--- src/rtl/ext_int_ctrl.sv ---
// External-interrupt controller: gates device requests with MSR[EE], drains the
// pipeline, takes the interrupt (SRR0/SRR1 save, vector redirect) and executes rfi.
module ext_int_ctrl #(
  parameter int          NUM_IRQ  = 4,
  parameter logic [31:0] VEC_ADDR = 32'h0000_0500,
  parameter logic [9:0]  SRR0_NUM = 10'd26,
  parameter logic [9:0]  SRR1_NUM = 10'd27
) (
  input  logic               clk,
  input  logic               rst_n,
  input  logic [NUM_IRQ-1:0] irq_in,
  input  logic               EE,
  input  logic [0:31]        msr_rd,
  input  logic [0:31]        pc_cur,
  input  logic               safe,
  input  logic               rfi,
  input  logic               spr_wr,
  input  logic [9:0]         spr_addr,
  input  logic [0:31]        spr_wd,
  output logic               INT,
  output logic               msr_wr,
  output logic [0:31]        msr_wd,
  output logic               flush,
  output logic               npc_sel,
  output logic [0:31]        npc,
  output logic [0:31]        srr0,
  output logic [0:31]        srr1,
  output logic [2:0]         irq_id,
  output logic [NUM_IRQ-1:0] irq_ack
);

  localparam logic [1:0] S_IDLE  = 2'd0;
  localparam logic [1:0] S_DRAIN = 2'd1;
  localparam logic [1:0] S_TAKE  = 2'd2;
  localparam logic [1:0] S_RET   = 2'd3;

  logic [1:0]         state_q, state_d;
  logic [NUM_IRQ-1:0] irq_q, irq_d;
  logic [0:31]        srr0_q, srr0_d;
  logic [0:31]        srr1_q, srr1_d;
  logic [2:0]         id_r_q, id_r_d;
  logic [2:0]         irq_id_q, irq_id_d;
  logic [2:0]         win;
  logic               pending;

  assign pending = (|irq_q) & EE;

  // Lowest asserted index wins: scan from the top so the last hit is the lowest.
  always_comb begin
    win = 3'd0;
    for (int i = NUM_IRQ - 1; i >= 0; i--)
      if (irq_q[i]) win = 3'(i);
  end

  always_comb begin
    state_d  = state_q;
    irq_d    = irq_in;
    srr0_d   = srr0_q;
    srr1_d   = srr1_q;
    id_r_d   = id_r_q;
    irq_id_d = irq_id_q;

    if (spr_wr && (state_q == S_IDLE || state_q == S_DRAIN)) begin
      if (spr_addr == SRR0_NUM) srr0_d = spr_wd;
      if (spr_addr == SRR1_NUM) srr1_d = spr_wd;
    end

    case (state_q)
      S_IDLE: begin
        if (rfi) state_d = S_RET;
        else if (pending) begin
          state_d = S_DRAIN;
          id_r_d  = win;
        end
      end
      S_DRAIN: begin
        if (!pending) state_d = S_IDLE;
        else begin
          id_r_d = win;
          // The resume-point capture overrides a concurrent mtspr.
          if (safe) begin
            srr0_d  = pc_cur;
            srr1_d  = msr_rd;
            state_d = S_TAKE;
          end
        end
      end
      S_TAKE: begin
        irq_id_d = id_r_q;
        state_d  = S_IDLE;
      end
      default: state_d = S_IDLE;
    endcase
  end

  always_ff @(posedge clk) begin
    if (!rst_n) begin
      state_q  <= S_IDLE;
      irq_q    <= '0;
      srr0_q   <= '0;
      srr1_q   <= '0;
      id_r_q   <= '0;
      irq_id_q <= '0;
    end else begin
      state_q  <= state_d;
      irq_q    <= irq_d;
      srr0_q   <= srr0_d;
      srr1_q   <= srr1_d;
      id_r_q   <= id_r_d;
      irq_id_q <= irq_id_d;
    end
  end

  // Every output is a decode of registered state only.
  always_comb begin
    INT     = (state_q == S_TAKE);
    msr_wr  = (state_q == S_RET);
    msr_wd  = srr1_q;
    flush   = (state_q != S_IDLE);
    npc_sel = (state_q == S_TAKE) || (state_q == S_RET);
    npc     = '0;
    if (state_q == S_TAKE) npc = VEC_ADDR;
    else if (state_q == S_RET) npc = srr0_q;
    irq_ack = '0;
    for (int i = 0; i < NUM_IRQ; i++)
      irq_ack[i] = (state_q == S_TAKE) && (id_r_q == 3'(i));
  end

  assign srr0   = srr0_q;
  assign srr1   = srr1_q;
  assign irq_id = irq_id_q;

endmodule

--- config.mk ---
export PLATFORM = sky130hd
export DESIGN_NAME = ext_int_ctrl
export DESIGN_NICKNAME = d
export VERILOG_FILES = /design/src/rtl/ext_int_ctrl.sv
export SDC_FILE = /design/constraint.sdc
export NUM_CORES = 1
export LEC_CHECK = 0
export ABC_AREA = 1
export BUFFER_PORTS_ARGS = -buffer_cell sky130_fd_sc_hd__buf_2
export CORE_UTILIZATION = 40
export DETAILED_ROUTE_END_ITERATION = 12
export PLACE_DENSITY = 0.84
export SLEW_MARGIN = 15
export SYNTH_ARGS = -nofsm -noshare
export SYNTH_HDL_FRONTEND = slang
export SYNTH_SLANG_ARGS = --single-unit
--- constraint.sdc ---
create_clock -name clk -period 1.62 [get_ports clk]
set_clock_uncertainty 0.1 [all_clocks]
set_input_delay 0.162 -clock clk [delete_from_list [all_inputs] [get_ports clk]]
set_output_delay 0.162 -clock clk [all_outputs]
set_load 0.005 [all_outputs]
==> metrics.md, run 1 <==
| Metric | Value |
|---|---|
| Setup Buffers After CTS | 0 |
| Slack of the worst reg-to-reg path | around 0.11 ns |
| FF+latch count, synth | 74 |
| Layout cells sized above 1 | ~33% |
| Placed Area | approximately 0.0057 mm2 |
| Max cap viols | 0 |
| Final Hold Fails | 0 |
| TritonRoute pass-1 iters | 5 |
| Min-Delay Endpoint | srr0[21]$_SDFF_PN0_ |
| Worst setup path startpoint | state_q[1]$_SDFFE_PN0P_ |
| Total GRT Usage | a little under a quarter |
| Netlist cell types | 23 |
| Multiplexer share of the synthesized area | 0% |
| Routability cong. | 0.8863 |
| Post-route DRC | 0 |
| Tmin final | roughly 1.6 ns |
| Worst R2R End | msr_wd[22]$_SDFF_PN0_ |
| Die height | roughly 110 um |
| WL/cell | 12.54 um |
| Drt via density | approximately 4.7 |
| Iteration-0 DRC Markers | 370 |
| # port buffers | roughly 250 |
| Worst setup path class | reg -> out |
| Initial Util | between 40% and 50% |
| RR Startpoint | state_q[1]$_SDFFE_PN0P_ |
| Boundary pin count | around 260 |
| P_leak | about 3.8 nW |
| Post-Synth Simple-Gate Area | between 40% and 50% |
| Clk_lat worst skew | about 0.32 ns |
| Setup crit start kind | flip-flop |
| Via count | 5181 |
| Die area | 0.01185 mm2 |
| H-tree lvl count | 3 |
| Post-route design area | ~0.0062 mm2 |
| Hold Crit Start | pc_cur[21] |
| Vias in the first global route | about 4500 |
| Largest net degree at the start of global routing | 59 |
| Sink Count | 74 |
| RSZ-0062 raised after global routing | yes |
| Final core occ | between 50% and 60% |
| Worst Hold Class | in -> reg |
| Syn avg cell area | 6.124 um2 |
| Fmax | 635.9 MHz |
| HPWL after detailed placement | 10170 um |
| Clock Tree Buf Depth | 2 |
| Die Wd | 108.9 um |
| Worst r2r path cells | 8 |
| Xor-xnor portion of the synthesized cell area | 0% |
| Crit path max fanout | 5 |
| Synthesized cell area | 0.004568 mm2 |
| Grt ovf | 0 |
| Ys Warns | 0 |
| TritonCTS clock tree | yes |
| Fin crit share | 97.07% |
| Inserted Diodes | 0 |
| Syn_nets | roughly 860 |
| Req. time, crit path | 1.36 ns |
| Initial antenna violation count | 0 |
| Fill cell count | ~1000 |
| Slew Limit Fails | 0 |
| Power Dens Cells | approximately 800 mW/mm2 |
| Area share of fa/ha/maj cells after synthesis | 0% |
| First-pass GRT wire length | around 21000 um |
| Endpoints failing setup | 0 |
| Main combinational cell family by area after synthesis | simple AND/OR/NAND/NOR gates |
| VDD IR max | ~0.00054 V |
| Final TNS setup | 0 ns |
| Post-synthesis compound-gate area fraction | 0.9860% |
| Root Driver | clkbuf_16 |
| Status | complete, no violations |
| Routed wire length | 13890 um |
| CTS clk-pin slew, worst paths | roughly 0.06 ns |
| Core area | approximately 0.011 mm2 |
| Seq/Total Area, Yosys | between 30% and 40% |
| Row count | 38 |
| Area added between synthesis and finish | 34.95% |
| CP arrival | 1.31 ns |
| Antenna Nets Post-Route | 0 |
| Total CTS buffers | 9 |
| Gate Count Post-Synth | 746 |
| Worst setup EP type | primary output |
| WHS | about 0.033 ns |
| Nets | between 1000 and 1500 |
| Hold Path Depth | 5 |
-- cell families (layout without fill, tap and decap cells) --
group / Yosys count / count (layout)
AOI/OAI and AO/OA: 8 / 8
buffers and inverters: 192 / 413
DFF: 74 / 74
other: 1 / 1
and+or+nand+nor: 471 / 471
-- power breakdown --
part / internal (mW) / switching (mW)
sequential: 1.91 / 0.0745
clock: 1.34 / 0.777
combinational: 0.390 / 0.437
-- layout by cell type, fill, tap and decap left out, types with 2 or more instances in the layout --
cell type	n
a21oi_1	3
buf_12	9
buf_2	253
buf_4	11
buf_6	2
buf_8	2
bufinv_16	2
clkbuf_16	10
clkinvlp_4	2
dfxtp_1	72
dlygate4sd3_1	4
inv_1	111
inv_2	4
nand2_1	145
nand2_2	3
nand3_1	130
nand3_4	2
nand3b_1	2
nor2_1	175
nor2_2	3
nor2_4	7
nor3_1	2
o21ai_0	3
-- metrics by stage --
| stage | cells | power (mW) | setup WS [ns] |
|---|---|---|---|
| CTS | 1106 | 4.938 | -0.005674 |
| global placement | 1087 | 2.793 | 0.1439 |
| detailed placement | 1087 | 2.808 | 0.1172 |
| floorplan | 746 | 2.459 | 0.2308 |
| finish | 1107 | 4.928 | 0.04743 |
| global route | 1107 | 5.176 | -0.01830 |
-- sequential cells by signal, summed over array words and instances (netlist names) --
name     count
srr0        32
irq_q        4
irq_id       2
id_r_q       2
state_q      2
msr_wd      32
-- what timing repair did --
item | 4_1_cts | 5_1_grt
hold buffers | 4 | 0
pin swaps | 1 | 3
endpoints found under the setup margin | 35 | 38
hold endpoints to repair | 4 | 0
cloned | 0 | 1
resized for setup | 6 | 13
-- synthesized netlist by cell type --
cell type	count	area share [%]
nand3_1	130	14
buf_4	34	5.6
o21ai_0	3	0.33
clkbuf_1	8	0.66
nor2_1	178	15
nor2_4	3	0.74
conb_1	1	0.082
nor2_2	4	0.55
dfxtp_1	74	32
nand3b_1	2	0.33
nor3_1	2	0.22
buf_2	12	1.3
nand2_2	3	0.41
nand3_4	2	0.77
inv_2	3	0.25
nand2_1	146	12
a21oi_1	3	0.33
a211oi_1	1	0.16
nand4_2	1	0.27
o21bai_1	1	0.16
buf_1	1	0.082
inv_1	113	9.3
buf_6	21	5.2
-- layer usage --
metal / GRT usage (%) / part of all wire, % / vias to the layer above
li1: - / - / 2642
met1: 26.33 / 41 / 2311
met2: 40.70 / 51 / 217
met3: 5.021 / 7.1 / 11
met4: 7.143 / 1.0 / 0
met5: 0 / 0 / -
-- worst max path at each step --
stage / endpoint / slack, ns / cells past startpoint
2_1_floorplan: irq_ack[0] / 0.23 / 6
3_3_place_gp: msr_wd[22]$_SDFF_PN0_ / 0.14 / 9
3_5_place_dp: msr_wd[22]$_SDFF_PN0_ / 0.12 / 8
4_1_cts: npc[24] / -0.006 / 5
5_1_grt: irq_ack[0] / -0.02 / 7
6_report: irq_ack[3] / 0.05 / 5
-- cell type report --
cell class | count | area, um2 | area share, %
clock inverters | 5 | 80.08 | 1.299
multi-input cells | 480 | 2110 | 34.22
flip-flops and latches | 74 | 1486 | 24.11
well taps | 140 | 175.2 | 2.841
inverters | 116 | 437.9 | 7.104
clock buffers | 10 | 229.0 | 3.714
repair buffers | 282 | 1647 | 26.71
-- critical path, cell delays in order (launching register included) --
cell and delay (ns):
dfxtp_4 0.39, inv_4 0.06, nor2_4 0.13, inv_2 0.07, nor3_1 0.19, buf_2 0.16
No activity file was read; power rests on OpenSTA's default activity.
==> run 2: changes to the inputs <==
--- a/config.mk
+++ b/config.mk
@@ -8,7 +8,9 @@
 export ABC_AREA = 1
 export BUFFER_PORTS_ARGS = -buffer_cell sky130_fd_sc_hd__buf_2
 export CORE_UTILIZATION = 40
+export CTS_CLUSTER_SIZE = 24
 export DETAILED_ROUTE_END_ITERATION = 12
+export GPL_TIMING_DRIVEN = 0
 export PLACE_DENSITY = 0.84
 export SLEW_MARGIN = 15
 export SYNTH_ARGS = -nofsm -noshare
==> run 2 against run 1 <==
Compared with the run above: count of clock-buffer cells in the layout is 2 higher; via count is 6.0% higher; sequential power hardly changed; clock power is 12% higher; final cell count is 5.5% higher; maximum frequency is 0.39% lower; total power is 7.1% higher; worst hold slack worse by 0.0090 ns; sequential cell count stayed put; cell area is 8.0% higher; critical path type is now reg -> reg; largest cell class unchanged.
==> metrics.md, run 2 (same netlist as run 1, synthesis figures left out) <==
| Metric | Value |
|---|---|
| Switch share | between 20% and 30% |
| Routability cong. | 0.8593 |
| Fill cell count | 1051 |
| Relative slew slack | ~60% |
| Final TNS setup | 0 ns |
| # port buffers | 253 |
| Endpoints failing setup | 0 |
| Core area | around 0.011 mm2 |
| Min-Delay Endpoint | irq_q[2]$_SDFF_PN0_ |
| Area of the multi-input gates | roughly 0.0022 mm2 |
| H-tree lvl count | 3 |
| Final core occ | 60.59% |
| Root Driver | clkbuf_16 |
| Vias in the first global route | between 4000 and 5000 |
| Slack of the worst reg-to-reg path | roughly 0.041 ns |
| Drt via density | ~4.7 |
| Initial antenna violation count | 1 |
| Grt ovf | 0 |
| Boundary pin count | around 260 |
| Via count | ~5500 |
| Max cap viols | 0 |
| Post-Layout Cell Count | around 1200 |
| Comb pwr share | 17.2% |
| RR Startpoint | state_q[1]$_SDFFE_PN0P_ |
| First-pass GRT wire length | 23120 um |
| Placed Cells | 1139 |
| Die area | around 0.012 mm2 |
| Layout cells sized above 1 | a little under two fifths |
| Busiest grt layer | met2 |
| HPWL after detailed placement | about 12000 um |
| Setup crit start kind | flip-flop |
| Worst Hold Class | in -> reg |
| Worst slack, placed | -0.06852 ns |
| TritonCTS clock tree | yes |
| Total CTS buffers | 9 |
| Fmax | 633.4 MHz |
| Reg power frac | 37.7% |
| Post-route design area | 0.006655 mm2 |
| Hold Path Depth | 3 |
| Routed wire length | between 15000 and 20000 um |
| VDD IR max | 0.0006009 V |
| Row count | 38 |
| Total GRT Usage | approximately 26% |
| Area added between synthesis and finish | 45.69% |
| Antenna Nets Post-Route | 0 |
| Initial Util | between 40% and 50% |
| Worst-path cell chain | buf_6 -> nor2_4 -> nand4_4 -> buf_8 -> buf_12 -> buf_12 -> nor2_1 -> nor2_1 -> nand2_1 -> inv_1 |
| Sink Count | between 70 and 80 |
| Final Hold Fails | 0 |
| Worst setup path class | reg -> reg |
| Crit-path slowest cell | dfxtp_4 |
| WL/cell | between 10 and 15 um |
| Post-route DRC | 0 |
| Iteration-0 DRC Markers | 369 |
| Register Area | roughly 0.0015 mm2 |
| Commonest non-fill, non-tap cell in the layout | buf_2 |
| Pint | between 3 and 4 mW |
| Grt met3 use | a little under 5% |
| Clock share of power | 45.1% |
| Commonest cells after routing, fill and taps aside | buf_2, nor2_1, nand2_1, nand3_1, inv_1 |
| Slew Limit Fails | 0 |
| CP Buf/Inv Count | 5 |
| Die height | between 100 and 150 um |
| Status | complete, no violations |
| Die Wd | 108.9 um |
| CP arrival | between 1.5 and 2 ns |
| Power Dens Cells | about 800 mW/mm2 |
| Tmin final | between 1.5 and 2 ns |
| Setup ws final | roughly 0.041 ns |
| Hold Crit Start | rst_n |
| Worst R2R End | msr_wd[1]$_SDFF_PN0_ |
| Worst setup EP type | flip-flop |
| Psw | ~1.3 mW |
| Largest net degree at the start of global routing | 13 |
| Met2 GRT Util | between 40% and 50% |
| Clock Tree Buf Depth | 2 |
| Nets | ~1100 |
| RSZ-0062 raised after global routing | yes |
| P_leak | 4.100 nW |
| Top delay family on crit path | buffers and inverters |
| Fin crit share | between 90% and 100% |
| Worst r2r path cells | 10 |
| Least-Margin Pin Slew | around 0.6 ns |
| Crit path max fanout | 10 |
| WHS | 0.02392 ns |
| Req. time, crit path | 1.75 ns |
| TritonRoute pass-1 iters | 5 |
| Met1 GRT Util | 29.63% |
| Placed Area | about 0.006 mm2 |
| Clk_lat worst skew | about 0.32 ns |
| CTS clk-pin slew, worst paths | 0.06 ns |
| CP max stage delay | roughly 0.37 ns |
| Tot Pwr | roughly 5.3 mW |
## run 2: cell count changes in the layout (fill, tap and decap cells not counted), moves of 4 or more
cell	previous run	this run
buf_2	253	261
buf_6	2	20
clkbuf_4	0	4
buf_4	11	40
nor2_1	175	153
buf_12	9	3
nor2_2	3	23
clkbuf_1	1	6
## run 2: final cells by class
type | instances | share of cell area (%)
Clock buffer | 12 | 3.854
Timing Repair Buffer | 265 | 21.02
Sequential cell | 74 | 22.37
Multi-Input combinational cell | 480 | 32.71
Antenna cell | 1 | 0.03760
Inverter | 116 | 6.580
Tap cell | 140 | 2.632
Buffer | 76 | 9.325
Clock inverter | 4 | 1.466
## run 2: power groups by stage
stage               Sequential (mW)  Combinational [mW]  Clock [mW]
detailed placement             2.02               0.828           0
global placement               2.02               0.812           0
floorplan                      2.02               0.442           0
finish                         1.99               0.908        2.38
global route                   2.00                1.01        2.48
CTS                            1.99               0.855        2.41
## run 2: per-layer routing
| layer | routed length (um) | part of all wire, % | vias to the layer above |
|---|---|---|---|
| met3 | 992 | 6.3 | 39 |
| met4 | 432 | 2.7 | 0 |
| met2 | 7856 | 50 | 221 |
| met5 | 0 | 0 | - |
| met1 | 6463 | 41 | 2461 |
| li1 | - | - | 2772 |
## run 2: worst max path at each step
stage                            endpoint  slack [ns]  cells after the start               startpoint
finish               msr_wd[1]$_SDFF_PN0_        0.04                     10  state_q[1]$_SDFFE_PN0P_
global route         msr_wd[5]$_SDFF_PN0_       -0.05                     10      irq_q[1]$_SDFF_PN0_
CTS                  msr_wd[1]$_SDFF_PN0_        0.03                      9  state_q[1]$_SDFFE_PN0P_
detailed placement  msr_wd[16]$_SDFF_PN0_       -0.07                      7                    rst_n
global placement    msr_wd[16]$_SDFF_PN0_       -0.06                      7                    rst_n
floorplan                      irq_ack[0]        0.23                      6  state_q[1]$_SDFFE_PN0P_
## run 2: what timing repair did
action,CTS,global route
endpoints found under the hold margin,4,0
gates resized for setup,11,48
setup endpoints to repair,35,57
setup buffers,2,6
gates cloned,0,0
hold buffers,4,0
pin swaps,1,21
## run 2: tightest hold or removal path: stages
cell and delay, ns:
buf_2 0.15, nand2_1 0.07, inv_1 0.03
==> run 3: changes to the inputs <==
--- a/config.mk
+++ b/config.mk
@@ -11,7 +11,7 @@
 export CTS_CLUSTER_SIZE = 24
 export DETAILED_ROUTE_END_ITERATION = 12
 export GPL_TIMING_DRIVEN = 0
-export PLACE_DENSITY = 0.84
+export PLACE_DENSITY = 0.75
 export SLEW_MARGIN = 15
 export SYNTH_ARGS = -nofsm -noshare
 export SYNTH_HDL_FRONTEND = slang
==> constraint.sdc (replaced) <==
create_clock -name clk -period 1.5 [get_ports clk]
set_clock_uncertainty 0.1 [all_clocks]
set_input_delay 0.15 -clock clk [delete_from_list [all_inputs] [get_ports clk]]
set_output_delay 0.15 -clock clk [all_outputs]
set_load 0.005 [all_outputs]
==> run 3 against run 2 <==
Compared with the run above: final cell count rose by 0.26%; clock power shrank 13%; first-iteration DRC count shrank 14%; setup slack got worse by 0.084 ns; die area unchanged; global-route usage increased by 0.57 points; utilization is 1.4 points higher; sequential share of layout area fell by 0.51 points; critical path depth down 3; combinational power rose by 16%; sequential power is 8% higher; total power decreased by 0.40%; the run now ends with setup timing left.
==> metrics.md, run 3 (same netlist as run 1, synthesis figures left out) <==
| Metric | Value |
|---|---|
| # port buffers | about 250 |
| Setup ws final | -0.04309 ns |
| Worst Hold Class | in -> reg |
| Crit-path slowest cell | dfxtp_4 |
| Iteration-0 DRC Markers | 317 |
| Routed wire length | 15770 um |
| Row count | 38 |
| Clock share of power | roughly two fifths |
| Final core occ | ~62% |
| Pint | 3.839 mW |
| Crit path max fanout | 6 |
| HPWL after detailed placement | between 10000 and 15000 um |
| WL/cell | between 10 and 15 um |
| Met2 GRT Util | between 40% and 50% |
| Worst-path cell chain | inv_6 -> nor2_4 -> inv_2 -> nor2_2 -> inv_1 -> nor2_1 -> buf_2 |
| Sink Count | 74 |
| Psw | about 1.4 mW |
| Inserted Diodes | 0 |
| Final TNS setup | -0.2073 ns |
| Hold Path Depth | 5 |
| CP Buf/Inv Count | 4 |
| Area added between synthesis and finish | 49.08% |
| Root Driver | clkbuf_16 |
| Core area | approximately 0.011 mm2 |
| Switch share | between 20% and 30% |
| Req. time, crit path | 1.25 ns |
| Initial Util | about two fifths |
| Vias in the first global route | approximately 5000 |
| Fill cell count | ~1100 |
| Relative slew slack | between 60% and 70% |
| Post-route DRC | 0 |
| Grt ovf | 0 |
| Reg power frac | 40.9% |
| Worst setup EP type | primary output |
| P_leak | 4.153 nW |
| Tmin final | 1.543 ns |
| Commonest cells after routing, fill and taps aside | buf_2, nand2_1, nand3_1, nor2_1, inv_1 |
| Power Dens Cells | ~770 mW/mm2 |
| TritonRoute pass-1 iters | 5 |
| Endpoints failing setup | 23 |
| Routability cong. | ~0.86 |
| Largest net degree at the start of global routing | 12 |
| Met1 GRT Util | 30.46% |
| Nets | 1144 |
| CP max stage delay | 0.42 ns |
| Final Hold Fails | 0 |
| Total CTS buffers | 9 |
| TritonCTS clock tree | yes |
| VDD IR max | between 0.0006 and 0.0007 V |
| Boundary pin count | between 200 and 300 |
| Post-route design area | 0.006810 mm2 |
| CTS clk-pin slew, worst paths | roughly 0.060 ns |
| Status | finished with violations |
| RSZ-0062 raised after global routing | yes |
| Grt met3 use | 4.603% |
| Layout cells sized above 1 | between 40% and 50% |
| First-pass GRT wire length | approximately 24000 um |
| Top delay family on crit path | flip-flops |
| Failing checks | setup timing |
| Clk_lat worst skew | 0.33 ns |
| Fin crit share | 102.9% |
| Fmax | around 650 MHz |
| Worst r2r path cells | 9 |
| Total GRT Usage | between 20% and 30% |
| Clock Tree Buf Depth | 2 |
| Via count | approximately 5500 |
| Busiest grt layer | met2 |
| Max cap viols | 0 |
| H-tree lvl count | 3 |
| Placed Area | between 0.006 and 0.007 mm2 |
| Initial antenna violation count | 0 |
| Drt via density | 4.687 |
| Slew Limit Fails | 0 |
| Antenna Nets Post-Route | 0 |
| Least-Margin Pin Slew | roughly 0.55 ns |
| Die Wd | 108.9 um |
| Worst setup path class | reg -> out |
| Comb pwr share | between 10% and 20% |
| Commonest non-fill, non-tap cell in the layout | buf_2 |
| CP Depth | 7 |
| CP arrival | between 1 and 1.5 ns |
| Die area | around 0.012 mm2 |
| Die height | around 110 um |
| Setup crit start kind | flip-flop |
==> run 3: cell count changes in the layout (fill, tap and decap cells not counted), sizes merged <==
| cell | delta |
|---|---|
| clkinv | +3 |
| buf | +9 |
| clkinvlp | -1 |
| clkbuf | -5 |
| diode | -1 |
| bufinv | -2 |
==> run 3: worst paths after layout <==
path / start / end / slack (ns)
worst max-delay path: state_q[1]$_SDFFE_PN0P_ / irq_ack[2] / -0.04
worst min-delay path: pc_cur[30] / srr0[30]$_SDFF_PN0_ / 0.02
worst max register to register: state_q[0]$_SDFFE_PN0P_ / msr_wd[24]$_SDFF_PN0_ / -0.02
worst min register to register: irq_id[1]$_SDFFE_PN0P_ / irq_id[1]$_SDFFE_PN0P_ / 0.39
==> run 3: worst register-to-register path, stage by stage (launching register included) <==
cell and delay, ns:
dfxtp_4 0.36, inv_2 0.07, nor2_4 0.13, nand4_4 0.14, buf_12 0.19, buf_12 0.15, nor2_1 0.11, nor2_1 0.06
nand2_1 0.07, inv_1 0.04
==> run 3: stage by stage <==
step / std cells / worst slack [ns] / total power [mW] / hold WS, ns
after floorplan: 746 / 0.1228 / 2.655 / 0.1435
after global placement: 1139 / -0.1507 / 3.062 / 0.2344
after detailed placement: 1139 / -0.1592 / 3.077 / 0.2360
after CTS: 1162 / -0.07607 / 5.184 / 0.006531
after global routing: 1171 / -0.1202 / 5.520 / 0.01859
final: 1171 / -0.04309 / 5.256 / 0.01945
==> run 3: power groups by stage <==
stage | clock [mW] | sequential, mW | combinational (mW)
6_report | 2.06 | 2.15 | 1.05
5_1_grt | 2.19 | 2.16 | 1.17
4_1_cts | 2.10 | 2.15 | 0.938
3_5_place_dp | 0 | 2.18 | 0.894
3_3_place_gp | 0 | 2.18 | 0.881
2_1_floorplan | 0 | 2.18 | 0.477
==> run 3: routing by layer <==
layer | routed length (um) | vias to the layer above
li1 | - | 2779
met1 | 6282 | 2411
met2 | 7728 | 257
met3 | 1218 | 41
met4 | 538 | 0
met5 | 0 | -
==> run 3: cell type report <==
cell class,instances,area (um2),area share (%)
multi-input cells,480,2257,33.14
well taps,140,175.2,2.572
plain buffers,75,700.7,10.29
inverters,116,440.4,6.467
flip-flops and latches,74,1489,21.86
clock buffers,10,229.0,3.362
repair buffers,272,1474,21.64
clock inverters,4,45.04,0.6614
==> run 3: what timing repair did <==
| item | CTS | global route |
|---|---|---|
| setup buffers | 5 | 8 |
| gates cloned | 0 | 2 |
| hold buffers | 4 | 0 |
| endpoints found under the setup margin | 98 | 93 |
| gates resized for setup | 25 | 86 |
| hold endpoints to repair | 4 | 0 |
| pin swaps | 3 | 49 |
